===== src/rtl/seg_pkg.sv =====
// seg_pkg: segment bit order, scan-slot state type and the hex font shared by the scan controller.
package seg_pkg;
  localparam int SEG_A = 6;
  localparam int SEG_B = 5;
  localparam int SEG_C = 4;
  localparam int SEG_D = 3;
  localparam int SEG_E = 2;
  localparam int SEG_F = 1;
  localparam int SEG_G = 0;
  typedef enum logic {ST_BLANK, ST_SHOW} scan_state_e;
  // {a..g} per hex value, entry 0 in the low bits
  localparam logic [15:0][6:0] HEX_FONT = {
    7'h47, 7'h4F, 7'h3D, 7'h4E, 7'h1F, 7'h77, 7'h7B, 7'h7F,
    7'h70, 7'h5F, 7'h5B, 7'h33, 7'h79, 7'h6D, 7'h30, 7'h7E
  };
endpackage


===== src/rtl/seg_hex_decode.sv =====
// seg_hex_decode: combinational hex nibble to {a..g} segment pattern.
module seg_hex_decode
  import seg_pkg::*;
(
  input  logic [3:0] hex_i,
  output logic [6:0] seg_o
);
  assign seg_o = HEX_FONT[hex_i];
endmodule


===== src/rtl/seg_scan_ctrl.sv =====
// seg_scan_ctrl: multiplexed seven-segment scan with dead-time blanking, blink and PWM brightness.
module seg_scan_ctrl
  import seg_pkg::*;
#(
  parameter int NUM_DIGITS   = 8,
  parameter int SCAN_DIV     = 100000,
  parameter int BLANK_CYCLES = 1000,
  parameter int BLINK_FRAMES = 50
) (
  input  logic                    clk,
  input  logic                    rst_n,
  input  logic [4*NUM_DIGITS-1:0] digits,
  input  logic [NUM_DIGITS-1:0]   dp,
  input  logic [NUM_DIGITS-1:0]   blank_mask,
  input  logic [NUM_DIGITS-1:0]   blink_mask,
  input  logic [3:0]              brightness,
  output logic [NUM_DIGITS-1:0]   seg_en,
  output logic [7:0]              seg_out0,
  output logic [7:0]              seg_out1,
  output logic                    frame_tick
);
  localparam int CW = $clog2(SCAN_DIV);
  localparam int SW = NUM_DIGITS > 1 ? $clog2(NUM_DIGITS) : 1;
  localparam int FW = BLINK_FRAMES > 1 ? $clog2(BLINK_FRAMES) : 1;
  logic [CW-1:0] cnt_q, cnt_d;
  logic [SW-1:0] slot_q, slot_d;
  logic [FW-1:0] frame_q, frame_d;
  logic [3:0] pwm_q, dig_snap_q, dig;
  logic blink_q, blink_d, dp_snap_q, blank_snap_q, blink_snap_q;
  logic dp_s, blank_s, blink_s, first, slot_end, frame_end, lit;
  logic [NUM_DIGITS-1:0] seg_en_q, seg_en_d;
  logic [7:0] seg_q, seg_d;
  logic frame_tick_q;
  logic [6:0] font;
  scan_state_e state;
  // On the first clock of a slot the live inputs stand in for the not-yet-loaded snapshot
  assign first   = cnt_q == '0;
  assign dig     = first ? digits[{slot_q, 2'b00} +: 4] : dig_snap_q;
  assign dp_s    = first ? dp[slot_q] : dp_snap_q;
  assign blank_s = first ? blank_mask[slot_q] : blank_snap_q;
  assign blink_s = first ? blink_mask[slot_q] : blink_snap_q;
  seg_hex_decode u_dec (.hex_i(dig), .seg_o(font));
  always_comb begin
    slot_end  = cnt_q == CW'(SCAN_DIV - 1);
    frame_end = slot_end && slot_q == SW'(NUM_DIGITS - 1);
    cnt_d     = slot_end ? '0 : cnt_q + CW'(1);
    slot_d    = frame_end ? '0 : slot_end ? slot_q + SW'(1) : slot_q;
    frame_d   = !frame_end ? frame_q : frame_q == FW'(BLINK_FRAMES - 1) ? '0 : frame_q + FW'(1);
    blink_d   = blink_q ^ (frame_end && frame_q == FW'(BLINK_FRAMES - 1));
    state     = int'(cnt_q) < BLANK_CYCLES ? ST_BLANK : ST_SHOW;
    lit       = state == ST_SHOW && !blank_s && !(blink_s && blink_q) && pwm_q <= brightness;
    seg_en_d  = lit ? NUM_DIGITS'(1) << slot_q : '0;
    seg_d     = lit ? {font, dp_s} : '0;
  end
  always_ff @(posedge clk or negedge rst_n) begin
    if (!rst_n) begin
      cnt_q        <= '0;
      slot_q       <= '0;
      frame_q      <= '0;
      pwm_q        <= '0;
      blink_q      <= 1'b0;
      dig_snap_q   <= '0;
      dp_snap_q    <= 1'b0;
      blank_snap_q <= 1'b0;
      blink_snap_q <= 1'b0;
      seg_en_q     <= '0;
      seg_q        <= '0;
      frame_tick_q <= 1'b0;
    end else begin
      cnt_q        <= cnt_d;
      slot_q       <= slot_d;
      frame_q      <= frame_d;
      pwm_q        <= pwm_q + 4'd1;
      blink_q      <= blink_d;
      dig_snap_q   <= dig;
      dp_snap_q    <= dp_s;
      blank_snap_q <= blank_s;
      blink_snap_q <= blink_s;
      seg_en_q     <= seg_en_d;
      seg_q        <= seg_d;
      frame_tick_q <= frame_end;
    end
  end
  assign seg_en     = seg_en_q;
  assign seg_out0   = seg_q;
  assign seg_out1   = seg_q;
  assign frame_tick = frame_tick_q;
endmodule


===== config.mk =====
export PLATFORM = sky130hd
export DESIGN_NAME = seg_scan_ctrl
export DESIGN_NICKNAME = d
export VERILOG_FILES = /design/src/rtl/seg_pkg.sv /design/src/rtl/seg_hex_decode.sv /design/src/rtl/seg_scan_ctrl.sv
export SDC_FILE = /design/constraint.sdc
export NUM_CORES = 1
export LEC_CHECK = 0
export CAP_MARGIN = 30
export CORE_MARGIN = 2
export CORE_UTILIZATION = 49
export DETAILED_ROUTE_END_ITERATION = 16
export MAX_ROUTING_LAYER = met4
export PLACE_DENSITY = 0.92
export SYNTH_ARGS = -nofsm -noshare
export SYNTH_HDL_FRONTEND = slang
export SYNTH_SLANG_ARGS = --single-unit

===== constraint.sdc =====
create_clock -name clk -period 3.9 [get_ports clk]
set_input_delay 0.585 -clock clk [delete_from_list [all_inputs] [get_ports clk]]
set_output_delay 0.585 -clock clk [all_outputs]
set_load 0.03 [all_outputs]

==> flow_metrics.tcl, run 1 <==
set metrics [dict create \
    critPathKind "flop to flop" \
    place_congestion 0.870 \
    worst_pin_slew_ns 0.933 \
    antenna_found_initial 0 \
    cp_top_family "compound AO/OA/AOI/OAI gates" \
    synth_enable_flop_cells 0 \
    holdWs_ns 0.339 \
    rows 29 \
    routed_wl_mm 7.78 \
    numCtsBuffers 5 \
    status "finished clean" \
    numClockSinks 55 \
    critPathBufInv 1 \
    path_clk_slew_ns 0.10 \
    rrSetupSlack_ns 0.49 \
    yosysTopAreaCellShare_pct 43.1 \
    crit_fanout 8 \
    fmax_mhz 294 \
    die_w_um 84.7 \
    start_util_pct 50.5 \
    drv_cap 0 \
    post-route-period-util_pct 87.3 \
    startpoint_type "flop" \
    vias 2563 \
    hold_path_class "input port to async pin" \
    synth-xor-area-share_pct 4.67 \
    syn2layout_area_growth_pct 31.1 \
    max_stage_delay_ns 0.61 \
    n_antenna_cell 0 \
    cts-resized-gates 0 \
    synth_compound_area_share_pct 9.22 \
    die_area_mm2 0.00717 \
    ys_top_cells_by_area "dfrtp_1 43%, mux4_2 9.9%, ha_1 8.2%" \
    hold_viol_final 0 \
    ant_nets 0 \
    cts_setup_buffers 0 \
    dpl.hpwl_mm 5.93 \
    synthAdderAreaFrac_pct 8.24 \
    yosysTopAreaCell "dfrtp_1" \
    ys_ff_latch 55 \
    core_mm2 0.00631 \
    slowest_stage "a21oi_1" \
    io_buffers 86 \
    nNetsFinal 455 \
    tritoncts "built" \
    yosysSeqAreaShare_pct 43.1 \
    drt_iter0_markers 195 \
    power_leakage_nw 1.82 \
    overflow 0 \
    syn_area_mm2 0.00319 \
    synthMuxAreaShare_pct 13.3 \
    clk_latency_ns 0.31 \
    avgSynthCellArea_um2 11.1 \
    synth_cell_types 49 \
    avgRoutedWirePerCell_um 17.3 \
    htreeDepth 2 \
    grt_max_degree 34 \
    ir_worst_vdd_uv 169 \
    path_cells "or4_4 -> nor4_1 -> nand2_1 -> a21oi_1 -> inv_1 -> ha_1 -> o21ai_0 -> a21bo_1 -> a221oi_1" \
    async_reset_ff_share_pct 100 \
    grt_pass1_wl_mm 12.5 \
    rsz0062_at_grt "false" \
    vias_per_cell 5.70 \
    placed_cells 442 \
    post_dp_cell_area_mm2 0.00408 \
    setup_viol 0 \
    grt_pass1_vias 2683 \
    fin_crit_ns 3.41 \
    route.detailed.drc 0 \
    fillers 479 \
    synth_top_family_by_area "simple AND/OR/NAND/NOR gates" \
    tns_ns 0 \
    critPathRequiredTime_ns 4.10 \
    syn_inst 288 \
    relSlewSlack_pct 37.3 \
    track_usage_pct 22.7 \
    cts_buffer_depth 2 \
    drive_gt1_share_pct 13.1 \
    synth_nets 371 \
    design_area_mm2 0.00418 \
    p_per_area_mw_per_mm2 248 \
    synth_ff_type "dfrtp_1" \
    arrival_ns 3.61 \
    firstDrtPassIters 4 \
    die_h_um 84.7 \
    finalNonFillerCells 450 \
    finalClockSkew_ns 0.00603 \
    root_buffer "clkbuf_8" \
    cp-end-kind "flop" \
    maxSlewViolCount 0 \
    synth-simple-area-share_pct 15.5 \
    io_pins 87 \
    yosysWarnings 0 \
    postCtsHoldBufs 0 \
]
[worst paths after layout]
check | startpoint | to | depth (start not counted)
worst max-delay path | cnt_q[13] | seg_out0[1] | 9
worst min-delay path | rst_n | seg_out0[6] | 1
worst min register to register | pwm_q[3] | pwm_q[3] | 1
worst max register to register | cnt_q[13] | seg_out0[1] | 9
max in group asynchronous | rst_n | cnt_q[8] | 2
min in group clk | pwm_q[3] | pwm_q[3] | 1
[through the flow]
step / power, mW / util (%) / setup slack, ns
6_report: 1.04 / 66.2 / 0.494
5_1_grt: 1.07 / 66.2 / 0.396
4_1_cts: 1.04 / 66.2 / 0.570
3_5_place_dp: 0.705 / 64.6 / 0.568
3_3_place_gp: 0.700 / 64.6 / 0.780
2_1_floorplan: 0.622 / - / 1.00
[report_power, final]
group          switching (mW)  internal [mW]
clock network           0.181          0.163
registers             0.00205          0.573
logic                  0.0444         0.0746
[logic make-up after synthesis]
group | after synthesis
AND/OR/NAND/NOR | 89
flip-flops | 55
AO/OA/AOI/OAI | 43
buffers and inverters | 38
multiplexers | 25
adder cells (fa/ha/maj) | 21
XOR/XNOR | 17
[synth_stat cells (2+ instances only)]
cell / number
or2_2: 2
mux2i_1: 11
a211oi_1: 3
o31ai_1: 2
inv_1: 22
a21oi_2: 2
nor3_2: 6
nor4_1: 4
nor2_2: 3
buf_4: 8
o21ai_1: 2
mux4_2: 14
and3_1: 3
a31oi_1: 2
buf_6: 2
nand4_1: 5
xnor2_1: 9
nand2_1: 15
nor2_1: 17
o21ai_0: 13
dfrtp_1: 55
clkbuf_1: 3
ha_1: 21
or4_4: 2
a221oi_1: 2
xor2_1: 8
nand3_1: 13
inv_2: 2
nor3_1: 11
a21oi_1: 6
o21ai_2: 2
[cell usage in the layout (no fill, tap or decap), drive strengths merged, types with 2 or more instances in the layout]
master         count
clkdlybuf4s50     85
dfrtp             55
inv               24
ha                21
nor2              20
nor3              18
o21ai             17
nand2             15
mux4              14
nand3             13
mux2i             11
xnor2              9
xor2               8
clkbuf             8
a21oi              8
buf                6
nand4              5
nor4               4
and3               3
a211oi             3
or4                2
a221oi             2
or2                2
o31ai              2
a31oi              2
a211o              2
[flip-flops by register name, summed over array words and instances (netlist names), 3 cells and up]
register	count
cnt_q	17
dig_snap_q	4
frame_q	6
pwm_q	4
seg_en	8
seg_out0	8
slot_q	3
[layer usage]
metal	GRT usage (%)	routed length, um
met5	-	0
met4	7.50	119
met3	4.03	463
met2	39.3	4060
met1	26.7	3130
[worst reg2reg max path, delay by kind of cell (launching register included)]
family	cells	cell delay, ns
compound gates	4	1.25
fa+ha+maj	1	0.28
buf+inv	1	0.21
flops	1	0.44
simple gates	3	1.12
[layout make-up]
cell class / count / area, um^2 / area share [%]
sequential: 55 / 1380 / 32.9
clock buffer: 8 / 100 / 2.39
timing repair buffer: 91 / 893 / 21.4
inverter: 24 / 90.1 / 2.15
multi-input combinational: 195 / 1630 / 38.9
tap: 77 / 96.3 / 2.30
Power figures use the tool's default switching activity.
==> run 2, diff against run 1 <==
Settings changed: REMOVE_ABC_BUFFERS from default to 1.
==> flow_metrics.tcl, run 2 (same netlist as run 1, synthesis figures left out) <==
set metrics [dict create \
    reg2reg_depth 9 \
    drv_cap 0 \
    final_common_cell "clkdlybuf4s50_1" \
    p_per_area_mw_per_mm2 245 \
    rsz0062_at_grt "false" \
    grt_pass1_wl_mm 11.6 \
    post-route-period-util_pct 81.9 \
    io_pins 87 \
    htreeDepth 2 \
    sw_frac_of_total_pct 21.0 \
    startpoint_type "flop" \
    numClockSinks 55 \
    track_usage_pct 20.9 \
    cts_setup_buffers 0 \
    ir_worst_vdd_uv 139 \
    fillers 495 \
    critPathKind "flop to flop" \
    hold_path_class "input port to async pin" \
    start_util_pct 50.5 \
    final_cell_mix "85 x clkdlybuf4s50_1, 55 x dfrtp_1, 22 x inv_1, 21 x ha_1, 17 x nor2_1" \
    vias 2465 \
    max_stage_delay_ns 0.57 \
    place_congestion 0.890 \
    worst_slack_ns 0.705 \
    grt_max_degree 56 \
    drt_iter0_markers 175 \
    cts_buffer_depth 2 \
    critPathBufInv 1 \
    tritoncts "built" \
    grt_pass1_vias 2487 \
    ant_nets 0 \
    drive_gt1_share_pct 13.1 \
    status "finished clean" \
    route.detailed.drc 0 \
    power_frac_comb_pct 11.2 \
    n_antenna_cell 0 \
    pwr-share-seq_pct 56.1 \
    power_leakage_nw 1.82 \
    p_clk_share_pct 32.7 \
    tns_ns 0 \
    path_cells "or4_4 -> nor4_1 -> nand2_1 -> a21oi_1 -> inv_1 -> ha_1 -> o21ai_0 -> a21bo_1 -> a221oi_1" \
    rows 29 \
    arrival_ns 3.40 \
    critPathRequiredTime_ns 4.11 \
    antenna_found_initial 0 \
    finalClockSkew_ns 0.00458 \
    worst_pin_slew_ns 1.00 \
    largest_register_ffs 17 \
    p_sw_uw 215 \
    core_mm2 0.00631 \
    path_clk_slew_ns 0.09 \
    cp-end-kind "flop" \
    maxSlewViolCount 0 \
    routed_wl_mm 6.71 \
    rrSetupSlack_ns 0.70 \
    die_w_um 84.7 \
    dpl.hpwl_mm 5.23 \
    fmax_mhz 313 \
    firstDrtPassIters 4 \
    cp_top_family "simple AND/OR/NAND/NOR gates" \
    vias_per_cell 5.48 \
    r2r-start "cnt_q[11]" \
    internal-power_uw 811 \
    relSlewSlack_pct 32.5 \
    die_area_mm2 0.00717 \
    largest-register "cnt_q" \
    fin_crit_ns 3.20 \
    grt_use_met3_pct 4.23 \
    cts-resized-gates 0 \
    root_buffer "clkbuf_8" \
    crit_fanout 8 \
    dp_slack_ns 0.659 \
    setup_viol 0 \
    numCtsBuffers 5 \
    syn2layout_area_growth_pct 31.1 \
    die_h_um 84.7 \
    use_met1_pct 26.8 \
    use_met2_pct 34.4 \
    hold_viol_final 0 \
    overflow 0 \
    io_buffers 86 \
    worstReg2RegEnd "seg_out0[1]" \
    top_usage_layer "met2" \
    avgRoutedWirePerCell_um 14.9 \
    clk_latency_ns 0.30 \
    postCtsHoldBufs 0 \
    nNetsFinal 455 \
    slowest_stage "or4_4" \
]
## run 2: how the worst max path moves through the flow
| stage | start | endpoint | slack (ns) | cells after the start |
|---|---|---|---|---|
| 2_1_floorplan | cnt_q[11] | seg_out0[4] | 1.10 | 10 |
| 3_3_place_gp | digits[5] | seg_out0[1] | 0.76 | 10 |
| 3_5_place_dp | digits[13] | seg_out0[1] | 0.66 | 10 |
| 4_1_cts | cnt_q[11] | seg_out0[1] | 0.72 | 9 |
| 5_1_grt | cnt_q[11] | seg_out0[1] | 0.45 | 9 |
| 6_report | cnt_q[11] | seg_out0[1] | 0.70 | 9 |
## run 2: final cells by class
cell class / count / area [um^2] / area share, %
Sequential cell: 55 / 1380 / 32.9
Clock buffer: 8 / 100 / 2.39
Inverter: 24 / 90.1 / 2.15
Multi-Input combinational cell: 195 / 1630 / 38.9
Tap cell: 77 / 96.3 / 2.30
Timing Repair Buffer: 91 / 893 / 21.4
## run 2: through the flow
stage / instances / area [um^2] / hold WS (ns) / power [mW] / util [%]
floorplan: 274 / 3090 / 0.289 / 0.622 / -
global placement: 442 / 4080 / 0.462 / 0.699 / 64.6
detailed placement: 442 / 4080 / 0.478 / 0.702 / 64.6
CTS: 450 / 4180 / 0.420 / 1.03 / 66.2
global route: 450 / 4180 / 0.453 / 1.07 / 66.2
finish: 450 / 4180 / 0.402 / 1.03 / 66.2
## run 2: power groups by stage
stage	clock network [mW]	logic (mW)	registers [mW]
floorplan	0	0.0362	0.586
global placement	0	0.113	0.587
detailed placement	0	0.116	0.587
CTS	0.341	0.117	0.575
global route	0.372	0.127	0.576
finish	0.335	0.115	0.575
## run 2: per-layer routing
| metal | share of wire (%) | wire, um |
|---|---|---|
| met1 | 43 | 2870 |
| met2 | 50 | 3350 |
| met3 | 6.4 | 429 |
| met4 | 1.0 | 68 |
| met5 | 0 | 0 |
